===== src/rtl/bitunstuffing.sv =====
// Serial bit unstuffer: drops the 0 inserted after every RUN_LEN consecutive 1s,
// counts removed bits per packet and flags a 1 found in a stuff slot as an error.
module bitunstuffing #(
    parameter int RUN_LEN = 6
) (
    input  logic       clk,
    input  logic       rst_b,
    input  logic       bstr_in,
    input  logic [1:0] bstr_in_ready,
    output logic       bstr_out,
    output logic [1:0] bstr_out_ready,
    output logic [5:0] removed,
    output logic       stuff_err,
    output logic       pkt_done
);

    typedef enum logic [1:0] {IDLE, RUN, ERR} state_t;

    localparam logic [2:0] RUN_LEN_C = 3'(RUN_LEN);

    state_t     state_q, state_d;
    logic [2:0] ones_q, ones_d;
    logic       out_q, out_d;
    logic [1:0] rdy_q, rdy_d;
    logic [5:0] removed_q, removed_d;
    logic       err_q, err_d;
    logic       done_q, done_d;

    logic in_vld;
    logic stuff_slot;
    logic take;

    assign in_vld     = |bstr_in_ready;
    assign stuff_slot = (ones_q == RUN_LEN_C);

    always_comb begin
        state_d   = state_q;
        ones_d    = ones_q;
        out_d     = 1'b0;
        rdy_d     = 2'b00;
        removed_d = removed_q;
        err_d     = err_q;
        done_d    = 1'b0;
        take      = 1'b0;

        case (state_q)
            IDLE: begin
                if (in_vld) begin
                    state_d   = RUN;
                    removed_d = '0;
                    err_d     = 1'b0;
                    take      = 1'b1;
                end
            end
            RUN: begin
                if (in_vld) begin
                    take = 1'b1;
                end else begin
                    state_d = IDLE;
                    ones_d  = '0;
                    done_d  = 1'b1;
                end
            end
            ERR: begin
                // everything after a violation is swallowed until the packet ends
                if (!in_vld) begin
                    state_d = IDLE;
                    ones_d  = '0;
                    done_d  = 1'b1;
                end
            end
            default: state_d = IDLE;
        endcase

        if (take) begin
            if (stuff_slot) begin
                if (bstr_in) begin
                    err_d   = 1'b1;
                    state_d = ERR;
                end else begin
                    ones_d = '0;
                    if (removed_d != 6'd63) removed_d = removed_d + 6'd1;
                end
            end else begin
                out_d  = bstr_in;
                rdy_d  = bstr_in_ready;
                ones_d = bstr_in ? ones_q + 3'd1 : 3'd0;
            end
        end
    end

    always_ff @(posedge clk or negedge rst_b) begin
        if (!rst_b) begin
            state_q   <= IDLE;
            ones_q    <= '0;
            out_q     <= 1'b0;
            rdy_q     <= 2'b00;
            removed_q <= '0;
            err_q     <= 1'b0;
            done_q    <= 1'b0;
        end else begin
            state_q   <= state_d;
            ones_q    <= ones_d;
            out_q     <= out_d;
            rdy_q     <= rdy_d;
            removed_q <= removed_d;
            err_q     <= err_d;
            done_q    <= done_d;
        end
    end

    assign bstr_out       = out_q;
    assign bstr_out_ready = rdy_q;
    assign removed        = removed_q;
    assign stuff_err      = err_q;
    assign pkt_done       = done_q;

endmodule


===== config.mk =====
export PLATFORM = sky130hd
export DESIGN_NAME = bitunstuffing
export DESIGN_NICKNAME = d
export VERILOG_FILES = /design/src/rtl/bitunstuffing.sv
export SDC_FILE = /design/constraint.sdc
export NUM_CORES = 1
export LEC_CHECK = 0
export ABC_AREA = 1
export BUFFER_PORTS_ARGS = -buffer_cell sky130_fd_sc_hd__buf_2
export CAP_MARGIN = 20
export CORE_ASPECT_RATIO = 0.8
export CORE_MARGIN = 5
export CORE_UTILIZATION = 30
export CTS_BUF_LIST = sky130_fd_sc_hd__clkbuf_16
export DETAILED_ROUTE_END_ITERATION = 10
export PLACE_DENSITY = 0.59
export SYNTH_ARGS = -nofsm -noshare
export SYNTH_HDL_FRONTEND = slang
export SYNTH_SLANG_ARGS = --single-unit

===== constraint.sdc =====
create_clock -name clk -period 3 [get_ports clk]
set_clock_uncertainty 0.05 [all_clocks]
set_input_delay 0.6 -clock clk [delete_from_list [all_inputs] [get_ports clk]]
set_output_delay 0.6 -clock clk [all_outputs]
set_load 0.005 [all_outputs]

==> out/qor.yml, run 1 <==
status:
  status: "complete, no violations"
placement:
  dpl.hpwl_um: 1394
  io_buffer_count: 15
  preCtsSetupSlack_ns: 1.329
  globalplace.congestion: 0.8715
  placement.cell_area_um2: 1045
setup_path:
  crit_path_start: "state_q[1]$_DFF_PN0_"
  critical_path.n_buffers_inverters: 2
  timing.critical_path.from_type: "flip-flop"
  worstReg2RegStart: "state_q[1]$_DFF_PN0_"
  criticalPathCategory: "flip-flop to flip-flop"
  end_kind: "flip-flop"
  cp_arrival_ns: 1.69
  critPathMaxStageDelay_ns: 0.39
  worst-endpoint-required_ns: 3.06
  critPathTopFamily: "simple AND/OR/NAND/NOR gates"
  worstPathCellList: "inv_1, ha_1, inv_1, nor2_1, nor2_1, nand4_1, o21ai_0"
  crit_path_max_fanout: 4
  worst_path_max_delay_cell: "dfrtp_1"
yosys:
  netlist_area_um2: 919.6
  avgSynthCellArea_um2: 8.360
  synth_largest_type_area_fraction_pct: 43.54
  synth_most_common_cell: "inv_1"
  synth_ff_type: "dfrtp_1"
  yosys.cell_types.count: 22
  netlist_top_cells_area: "dfrtp_1 44%, inv_1 9.4%, nand2_1 9.0%, ha_1 6.8%, o21ai_0 3.8%"
  synth_commonest_cells: "23 x inv_1, 22 x nand2_1, 16 x dfrtp_1"
  synth.yosys.warnings: 0
  postSynthRegisterBits: 16
  synthCells: 110
  synth_top_cell_by_area: "dfrtp_1"
  seq_area_frac_synth_pct: 43.54
  syn-num-nets: 120
  synth_enable_flop_cells: 0
  postSynth.asyncResetShare_pct: 100.0
die:
  die-area_um2: 4279
  start_util_pct: 30.47
  placeable_core_region_um2: 3018
  dieWidth_um: 71.90
  row_count: 18
  io-pin-count: 16
  die_height_um: 59.52
drt:
  antenna_violating_nets_post_route: 0
  wl_per_cell_um: 10.69
  dr.pass1.iters: 4
  route.met3.wl_um: 126
  drt_first_iter_violations: 30
  route.detailed.vias_per_inst: 4.411
  routed-via-count: 741
  totalWireLength_um: 1796
  highest_layer: "met4"
  route.detailed.drc: 0
  routed_metal_1_wirelength_um: 887
  met2_length_um: 767
sta:
  timing.fmax_mhz: 612.9
  post-route-worst-setup-slack_ns: 1.368
  hold_violations: 0
  final_max_slew_viol_count: 0
  worst_slew_margin_rel_pct: 74.73
  grt_setup_unrepaired: "false"
  tns_ns: 0
  finalCriticalPeriod_ns: 1.632
  final_min_period_over_clock_period_pct: 54.39
  worst_slew_pin_slew_ns: 0.3752
  setup_violations: 0
grt:
  pin_count_of_the_biggest_net_entering_global_routing: 17
  grt.total_usage_pct: 9.498
  grt_first_pass_wirelength_um: 3070
  number_of_global_route_vias_before_repair: 705
  grt_antenna_before_repair: 0
  global_route_congestion_overflow_total: 0
cts:
  clkTransAtPathRegs_ns: 0.05
  numCtsBuffers: 3
  htree_levels: 1
  postCtsHoldBufs: 0
  postCtsSetupBuffers: 0
  cts_tree: "built"
  clock-root-buffer: "clkbuf_16"
  cts.sinks: 16
  clkLatencyLatePin_ns: 0.24
  ctsLongestPathBuffers: 2
  cts_repair_resize_count: 0
finish:
  sequential_cell_area_um2: 400.4
  layout.cell_area.non_filler_um2: 1120
  filler_cell_count: 331
  finish.net_count: 140
  synthToLayoutAreaGrowth_pct: 21.77
  num_antenna_cells: 0
  multi_input_comb_area_um2: 432.9
  share_of_cells_above_drive_strength_1_pct: 23.44
power_and_ir_drop:
  power_leakage_nw: 0.6436
  total_power_uw: 735.7
  p_per_area_nw_per_um2: 657.0
  peakVddDrop_mv: 0.2294
worst_hold_path:
  worstHoldPathType: "primary input to asynchronous set/reset pin"
job:
  drv.max_cap_violation_count: 0
[worst paths after layout]
kind	to	slack [ns]	cells after the start
setup reg to reg	removed[5]$_DFF_PN0_	1.37	7
max in group asynchronous	ones_q[2]$_DFF_PN0_	2.41	1
hold / removal	pkt_done$_DFF_PN0_	0.22	1
setup / recovery	removed[5]$_DFF_PN0_	1.37	7
min in group clk	stuff_err$_DFF_PN0_	0.42	2
hold reg to reg	stuff_err$_DFF_PN0_	0.42	2
[through the flow]
step | std cells | utilization [%] | hold slack [ns]
CTS | 168 | 37.11 | 0.2306
global placement | 165 | 34.62 | 0.4202
floorplan | 110 | - | 0.2544
global route | 168 | 37.11 | 0.2496
detailed placement | 165 | 34.62 | 0.4196
finish | 168 | 37.11 | 0.2193
[layout make-up]
| cell class | instances | share of cell area [%] |
|---|---|---|
| clock buffers | 3 | 6.704 |
| well taps | 40 | 4.469 |
| repair buffers | 15 | 6.704 |
| multi-input cells | 71 | 38.66 |
| flip-flops and latches | 16 | 35.75 |
| inverters | 23 | 7.710 |
[cell usage in the layout, fill, tap and decap left out]
| cell | Yosys | layout |
|---|---|---|
| nor2_8 | 1 | 1 |
| dfrtp_1 | 16 | 16 |
| nor3_1 | 2 | 2 |
| xnor2_1 | 1 | 1 |
| nand3_2 | 1 | 1 |
| a21oi_1 | 1 | 1 |
| nand4_2 | 1 | 1 |
| o21ai_4 | 1 | 1 |
| nand2_2 | 2 | 2 |
| nand2_4 | 2 | 2 |
| nor2_4 | 1 | 1 |
| o22ai_1 | 1 | 1 |
| nand3_1 | 5 | 5 |
| o21ai_0 | 7 | 7 |
| nor2_2 | 3 | 3 |
| inv_1 | 23 | 23 |
| buf_2 | 0 | 15 |
| a211oi_1 | 1 | 1 |
| clkbuf_16 | 0 | 3 |
| nor2_1 | 9 | 9 |
| nand2_1 | 22 | 22 |
| a21boi_1 | 1 | 1 |
| nand4_1 | 4 | 4 |
| ha_1 | 5 | 5 |
[routing by layer]
metal,track usage [%],vias up
met5,0,-
met4,2.413,0
met3,4.746,3
met2,14.53,18
met1,11.97,340
li1,-,380
[cells by family after synthesis]
kind of cell,after synthesis,synth area share [%]
simple gates,53,30.88
buf+inv,23,9.387
flops,16,43.54
compound gates,12,8.436
fa+ha+maj,5,6.803
xor+xnor,1,0.9526
[where the power goes]
group          leakage, nW  total, mW  internal [mW]  switching, mW
registers            0.214      0.277          0.254         0.0236
logic                0.392      0.203         0.0751          0.128
clock network       0.0370      0.255          0.175         0.0804
[sequential cells by signal, indices dropped and copies added, names as in the netlist]
signal and flops:
bstr_out 1, bstr_out_ready 2, ones_q 3, pkt_done 1, removed 6, state_q 2, stuff_err 1
Note: power is estimated with default switching activity, not from simulation.
==> run 2, diff against run 1 <==
Clock period 3 ns to 1.55 ns, I/O delays scaled along.
==> run 2 against run 1 <==
Compared with the run above:
- register-to-register slack lost 1.3 ns
- global-route usage grew 0.95 points
- core utilization grew 3.6 points
- clock power grew 96%
- design area grew 9.8%
- flip-flop and latch count is the same
- setup slack lost 1.3 ns
- count of clock-buffer cells in the layout is the same
- total power grew 120%
- combinational power grew to 3.0 times the previous value
- largest cell class unchanged
==> out/qor.yml, run 2 (synthesis gave the netlist of run 1 again) <==
status:
  status: "complete, no violations"
grt:
  number_of_global_route_vias_before_repair: 784
  grt_first_pass_wirelength_um: 3394
  pin_count_of_the_biggest_net_entering_global_routing: 17
  global_route_congestion_overflow_total: 0
  grt_antenna_before_repair: 0
  grt.total_usage_pct: 10.45
sta:
  hold-worst-slack_ns: 0.2979
  setup_violations: 0
  finalCriticalPeriod_ns: 1.496
  grt_setup_unrepaired: "true"
  worst_slew_margin_rel_pct: 74.40
  final_min_period_over_clock_period_pct: 96.50
  worst_slew_pin_slew_ns: 0.3840
  hold_violations: 0
  final_max_slew_viol_count: 0
  timing.fmax_mhz: 668.6
  post-route-worst-setup-slack_ns: 0.05423
cts:
  cts_tree: "built"
  numCtsBuffers: 3
  clock-root-buffer: "clkbuf_16"
  cts.sinks: 16
  ctsLongestPathBuffers: 2
  clkTransAtPathRegs_ns: 0.05
  htree_levels: 1
  clkLatencyLatePin_ns: 0.24
die:
  dieWidth_um: 71.90
  placeable_core_region_um2: 3018
  die-area_um2: 4279
  start_util_pct: 30.47
  row_count: 18
  io-pin-count: 16
  die_height_um: 59.52
power_and_ir_drop:
  power_leakage_nw: 0.6861
  power.switching_fraction_pct: 31.72
  p_per_area_nw_per_um2: 1341
  peakVddDrop_mv: 0.5480
  fraction_of_power_consumed_by_the_clock_network_pct: 30.3
  power.internal_mw: 1.126
  power_switching_uw: 523.3
  total_power_mw: 1.650
  share_comb_of_total_power_pct: 37.3
  sequentialPowerShare_pct: 32.4
drt:
  drt_first_iter_violations: 16
  route.detailed.drc: 0
  totalWireLength_um: 1980
  dr.pass1.iters: 4
  antenna_violating_nets_post_route: 0
  route.detailed.vias_per_inst: 4.294
  routed-via-count: 760
  wl_per_cell_um: 11.19
setup_path:
  timing.critical_path.from_type: "flip-flop"
  crit_path_max_fanout: 6
  worst-endpoint-required_ns: 1.62
  criticalPathCategory: "flip-flop to flip-flop"
  end_kind: "flip-flop"
  cp_arrival_ns: 1.57
placement:
  globalplace.congestion: 0.8171
  preCtsSetupSlack_ns: -0.01234
  dpl.hpwl_um: 1454
  io_buffer_count: 15
  placement.cell_area_um2: 1075
finish:
  layout.cell_area.non_filler_um2: 1230
  largest_reg_flops: 6
  synthToLayoutAreaGrowth_pct: 33.74
  num_antenna_cells: 0
  finish.net_count: 148
  share_of_cells_above_drive_strength_1_pct: 32.12
  final_cell_mix: "21 x inv_1, 21 x nand2_1, 16 x dfrtp_1, 15 x buf_2, 8 x nor2_1"
worst_hold_path:
  worstHoldPathType: "primary input to flip-flop"
job:
  drv.max_cap_violation_count: 0
## run 2: cell count changes in the layout (fill, tap and decap cells not counted), sizes merged
cell         before  now
buf              15   22
clkinv            0    1
dlygate4sd3       0    1
## run 2: final timing paths
check | from | endpoint | slack, ns | cells after the start
setup / recovery | state_q[1]$_DFF_PN0_ | removed[0]$_DFF_PN0_ | 0.05 | 8
hold / removal | bstr_in_ready[0] | bstr_out_ready[0]$_DFF_PN0_ | 0.30 | 3
setup reg to reg | state_q[1]$_DFF_PN0_ | removed[0]$_DFF_PN0_ | 0.05 | 8
hold reg to reg | stuff_err$_DFF_PN0_ | stuff_err$_DFF_PN0_ | 0.43 | 2
max in group asynchronous | rst_b | removed[0]$_DFF_PN0_ | 0.71 | 2
min in group asynchronous | rst_b | bstr_out_ready[0]$_DFF_PN0_ | 0.47 | 2
## run 2: critical path: stages, from the launching register on
cell and delay (ns):
dfrtp_1 0.40, inv_2 0.11, ha_4 0.19, nor2_4 0.05, nor2_4 0.16, nand2_4 0.09, nor2_8 0.13, nand2_2 0.07
a21boi_1 0.13
## run 2: power groups by stage
stage | clock network (mW) | registers [mW] | logic [mW]
finish | 0.499 | 0.534 | 0.616
global route | 0.540 | 0.547 | 0.680
CTS | 0.512 | 0.533 | 0.489
detailed placement | 0 | 0.538 | 0.478
global placement | 0 | 0.534 | 0.466
floorplan | 0 | 0.540 | 0.286
## run 2: cell type report
| type | instances | area (um^2) |
|---|---|---|
| Fill cell | 321 | 1788 |
| Multi-Input combinational cell | 71 | 476.7 |
| Sequential cell | 16 | 400.4 |
| Timing Repair Buffer | 23 | 137.6 |
| Inverter | 23 | 86.33 |
| Clock buffer | 3 | 75.07 |
| Tap cell | 40 | 50.05 |
| Clock inverter | 1 | 3.754 |
## run 2: repair_timing
action	4_1_cts	5_1_grt
resized for setup	1	10
endpoints found under the hold margin	16	0
pin swaps	0	2
setup endpoints to repair	4	10
buffers inserted	0	3
hold buffers	1	0
## run 2: through the flow
| step | TNS [ns] | util, % | instances |
|---|---|---|---|
| after floorplan | 0 | - | 110 |
| after global placement | 0 | 35.61 | 169 |
| after detailed placement | -0.01234 | 35.61 | 169 |
| after CTS | 0 | 38.64 | 174 |
| after global routing | -0.1490 | 40.75 | 177 |
| final | 0 | 40.75 | 177 |
## run 2: layer usage
metal / global-route usage [%] / share of wire, % / vias to the layer above
met1: 12.21 / 47 / 346
met4: 3.217 / 0.56 / 0
met3: 4.237 / 5.6 / 2
met5: 0 / 0 / -
met2: 17.67 / 47 / 14
li1: - / - / 398
==> run 3, diff against run 2 <==
Settings changed: CORE_ASPECT_RATIO 0.8 to 1.4.
==> run 3 against run 2 <==
Compared with the run above:
- setup slack better by 0.034 ns
- first-iteration DRC count is 38% lower
- critical path depth stayed put
- combinational power is 16% lower
- die area is 0.21% higher
- via count is 1.1% higher
- count of clock-buffer cells in the layout stayed put
- design area is 3.1% lower
- flip-flop and latch count stayed put
- worst hold slack better by 0.0050 ns
- largest power group is now registers
==> out/qor.yml, run 3 (synthesis gave the netlist of run 1 again) <==
drt:
  totalWireLength_um: 1910
  route.detailed.vias_per_inst: 4.439
  route.detailed.drc: 0
  wl_per_cell_um: 11.04
  dr.pass1.iters: 3
  drt_first_iter_violations: 10
  antenna_violating_nets_post_route: 0
  routed-via-count: 768
placement:
  dpl.hpwl_um: 1470
  globalplace.congestion: 0.8186
  placement.cell_area_um2: 1079
  io_buffer_count: 15
sta:
  finalCriticalPeriod_ns: 1.462
  worst_slew_pin_slew_ns: 0.3838
  hold_violations: 0
  grt_setup_unrepaired: "true"
  worst_slew_margin_rel_pct: 74.41
  final_max_slew_viol_count: 0
  final_min_period_over_clock_period_pct: 94.33
  timing.fmax_mhz: 684.0
  hold-worst-slack_ns: 0.3029
  setup_violations: 0
die:
  start_util_pct: 31.64
  die_height_um: 75.51
  row_count: 23
  io-pin-count: 16
  die-area_um2: 4289
  dieWidth_um: 56.80
  placeable_core_region_um2: 2907
job:
  drv.max_cap_violation_count: 0
cts:
  htree_levels: 1
  numCtsBuffers: 3
  ctsLongestPathBuffers: 2
  cts_tree: "built"
  clock-root-buffer: "clkbuf_16"
  cts.sinks: 16
  clkLatencyLatePin_ns: 0.25
  clkTransAtPathRegs_ns: 0.05
finish:
  layout.cell_area.non_filler_um2: 1192
  finish.net_count: 147
  filler_cell_count: 282
  final_cell_mix: "22 x inv_1, 22 x nand2_1, 16 x dfrtp_1, 15 x buf_2, 8 x nor2_1"
  largest_reg_flops: 6
  synthToLayoutAreaGrowth_pct: 29.66
  share_of_cells_above_drive_strength_1_pct: 29.41
  num_antenna_cells: 0
grt:
  pin_count_of_the_biggest_net_entering_global_routing: 17
  grt_first_pass_wirelength_um: 3277
  grt.total_usage_pct: 10.04
  global_route_congestion_overflow_total: 0
  number_of_global_route_vias_before_repair: 796
  grt_antenna_before_repair: 0
power_and_ir_drop:
  fraction_of_power_consumed_by_the_clock_network_pct: 32.3
  power.switching_fraction_pct: 31.22
  peakVddDrop_mv: 0.6832
  power_leakage_nw: 0.6789
  p_per_area_nw_per_um2: 1303
  sequentialPowerShare_pct: 34.3
  power_switching_uw: 485.2
  share_comb_of_total_power_pct: 33.5
  power.internal_mw: 1.069
worst_hold_path:
  holdPathEnd: "bstr_out_ready[0]$_DFF_PN0_"
  hold_path.startpoint: "bstr_in_ready[0]"
  worstHoldPathType: "primary input to flip-flop"
  worstHoldPathCells: 3
setup_path:
  criticalPathCategory: "flip-flop to flip-flop"
  timing.critical_path.from_type: "flip-flop"
  worstReg2RegStart: "state_q[0]$_DFF_PN0_"
  worstPathCellList: "inv_1, ha_4, nor2_2, nor2_4, nand2_4, nor2_8, nand2_2, a21boi_1"
  setup.reg_to_reg.worst_slack_ns: 0.09
  worst_path_max_delay_cell: "dfrtp_1"
  worst-endpoint-required_ns: 1.63
  cp_arrival_ns: 1.54
  r2r_end: "removed[0]$_DFF_PN0_"
  critPathMaxStageDelay_ns: 0.38
  critPathTopFamily: "simple AND/OR/NAND/NOR gates"
  rr_worst_depth: 8
  end_kind: "flip-flop"
  critical_path.n_buffers_inverters: 1
  crit_path_max_fanout: 6
status:
  status: "complete, no violations"
run 3: worst min-delay path, cell delays in order:
cell	delay [ns]
buf_2	0.13
inv_1	0.07
nor3_1	0.05
run 3: final cells by class:
class / count / area (um^2) / area share [%]
clock buffer: 3 / 75.07 / 6.296
clock inverter: 1 / 3.754 / 0.3148
inverter: 23 / 86.33 / 7.240
multi-input combinational: 71 / 450.4 / 37.78
sequential: 16 / 400.4 / 33.58
tap: 37 / 46.29 / 3.882
timing repair buffer: 22 / 130.1 / 10.91
run 3: metal layers:
metal	up-vias	wire, um	global-route usage [%]
li1	397	-	-
met1	354	776	9.812
met2	10	1025	19.02
met3	7	39	1.695
met4	0	70	7.474
met5	-	0	0
run 3: worst max-delay path by stage:
stage	start	end	slack [ns]	depth (start not counted)
2_1_floorplan	state_q[0]$_DFF_PN0_	removed[0]$_DFF_PN0_	0.12	8
3_3_place_gp	state_q[0]$_DFF_PN0_	removed[0]$_DFF_PN0_	0.03	8
3_5_place_dp	state_q[0]$_DFF_PN0_	removed[0]$_DFF_PN0_	-0.001	8
4_1_cts	state_q[0]$_DFF_PN0_	removed[0]$_DFF_PN0_	0.03	8
5_1_grt	ones_q[0]$_DFF_PN0_	ones_q[1]$_DFF_PN0_	-0.03	8
6_report	state_q[0]$_DFF_PN0_	removed[0]$_DFF_PN0_	0.09	8
run 3: power by group through the flow:
stage,Combinational (mW),Clock [mW],Sequential [mW]
2_1_floorplan,0.286,0,0.540
3_3_place_gp,0.444,0,0.535
3_5_place_dp,0.460,0,0.539
4_1_cts,0.475,0.519,0.532
5_1_grt,0.582,0.533,0.542
6_report,0.520,0.502,0.532
run 3: timing repair:
item	CTS	global route
pin swaps	0	1
endpoints found under the setup margin	4	10
resized for setup	1	4
endpoints found under the hold margin	16	0
hold buffers	1	0
buffers inserted	0	1
run 3: through the flow:
stage / worst slack, ns / utilization [%] / TNS (ns) / total power, mW / std cells
2_1_floorplan: 0.1188 / - / 0 / 0.8259 / 110
3_3_place_gp: 0.03460 / 37.11 / 0 / 0.9793 / 167
3_5_place_dp: -0.001005 / 37.11 / -0.001005 / 0.9991 / 167
4_1_cts: 0.02690 / 40.25 / 0 / 1.526 / 172
5_1_grt: -0.03038 / 41.02 / -0.07396 / 1.657 / 173
6_report: 0.08794 / 41.02 / 0 / 1.554 / 173
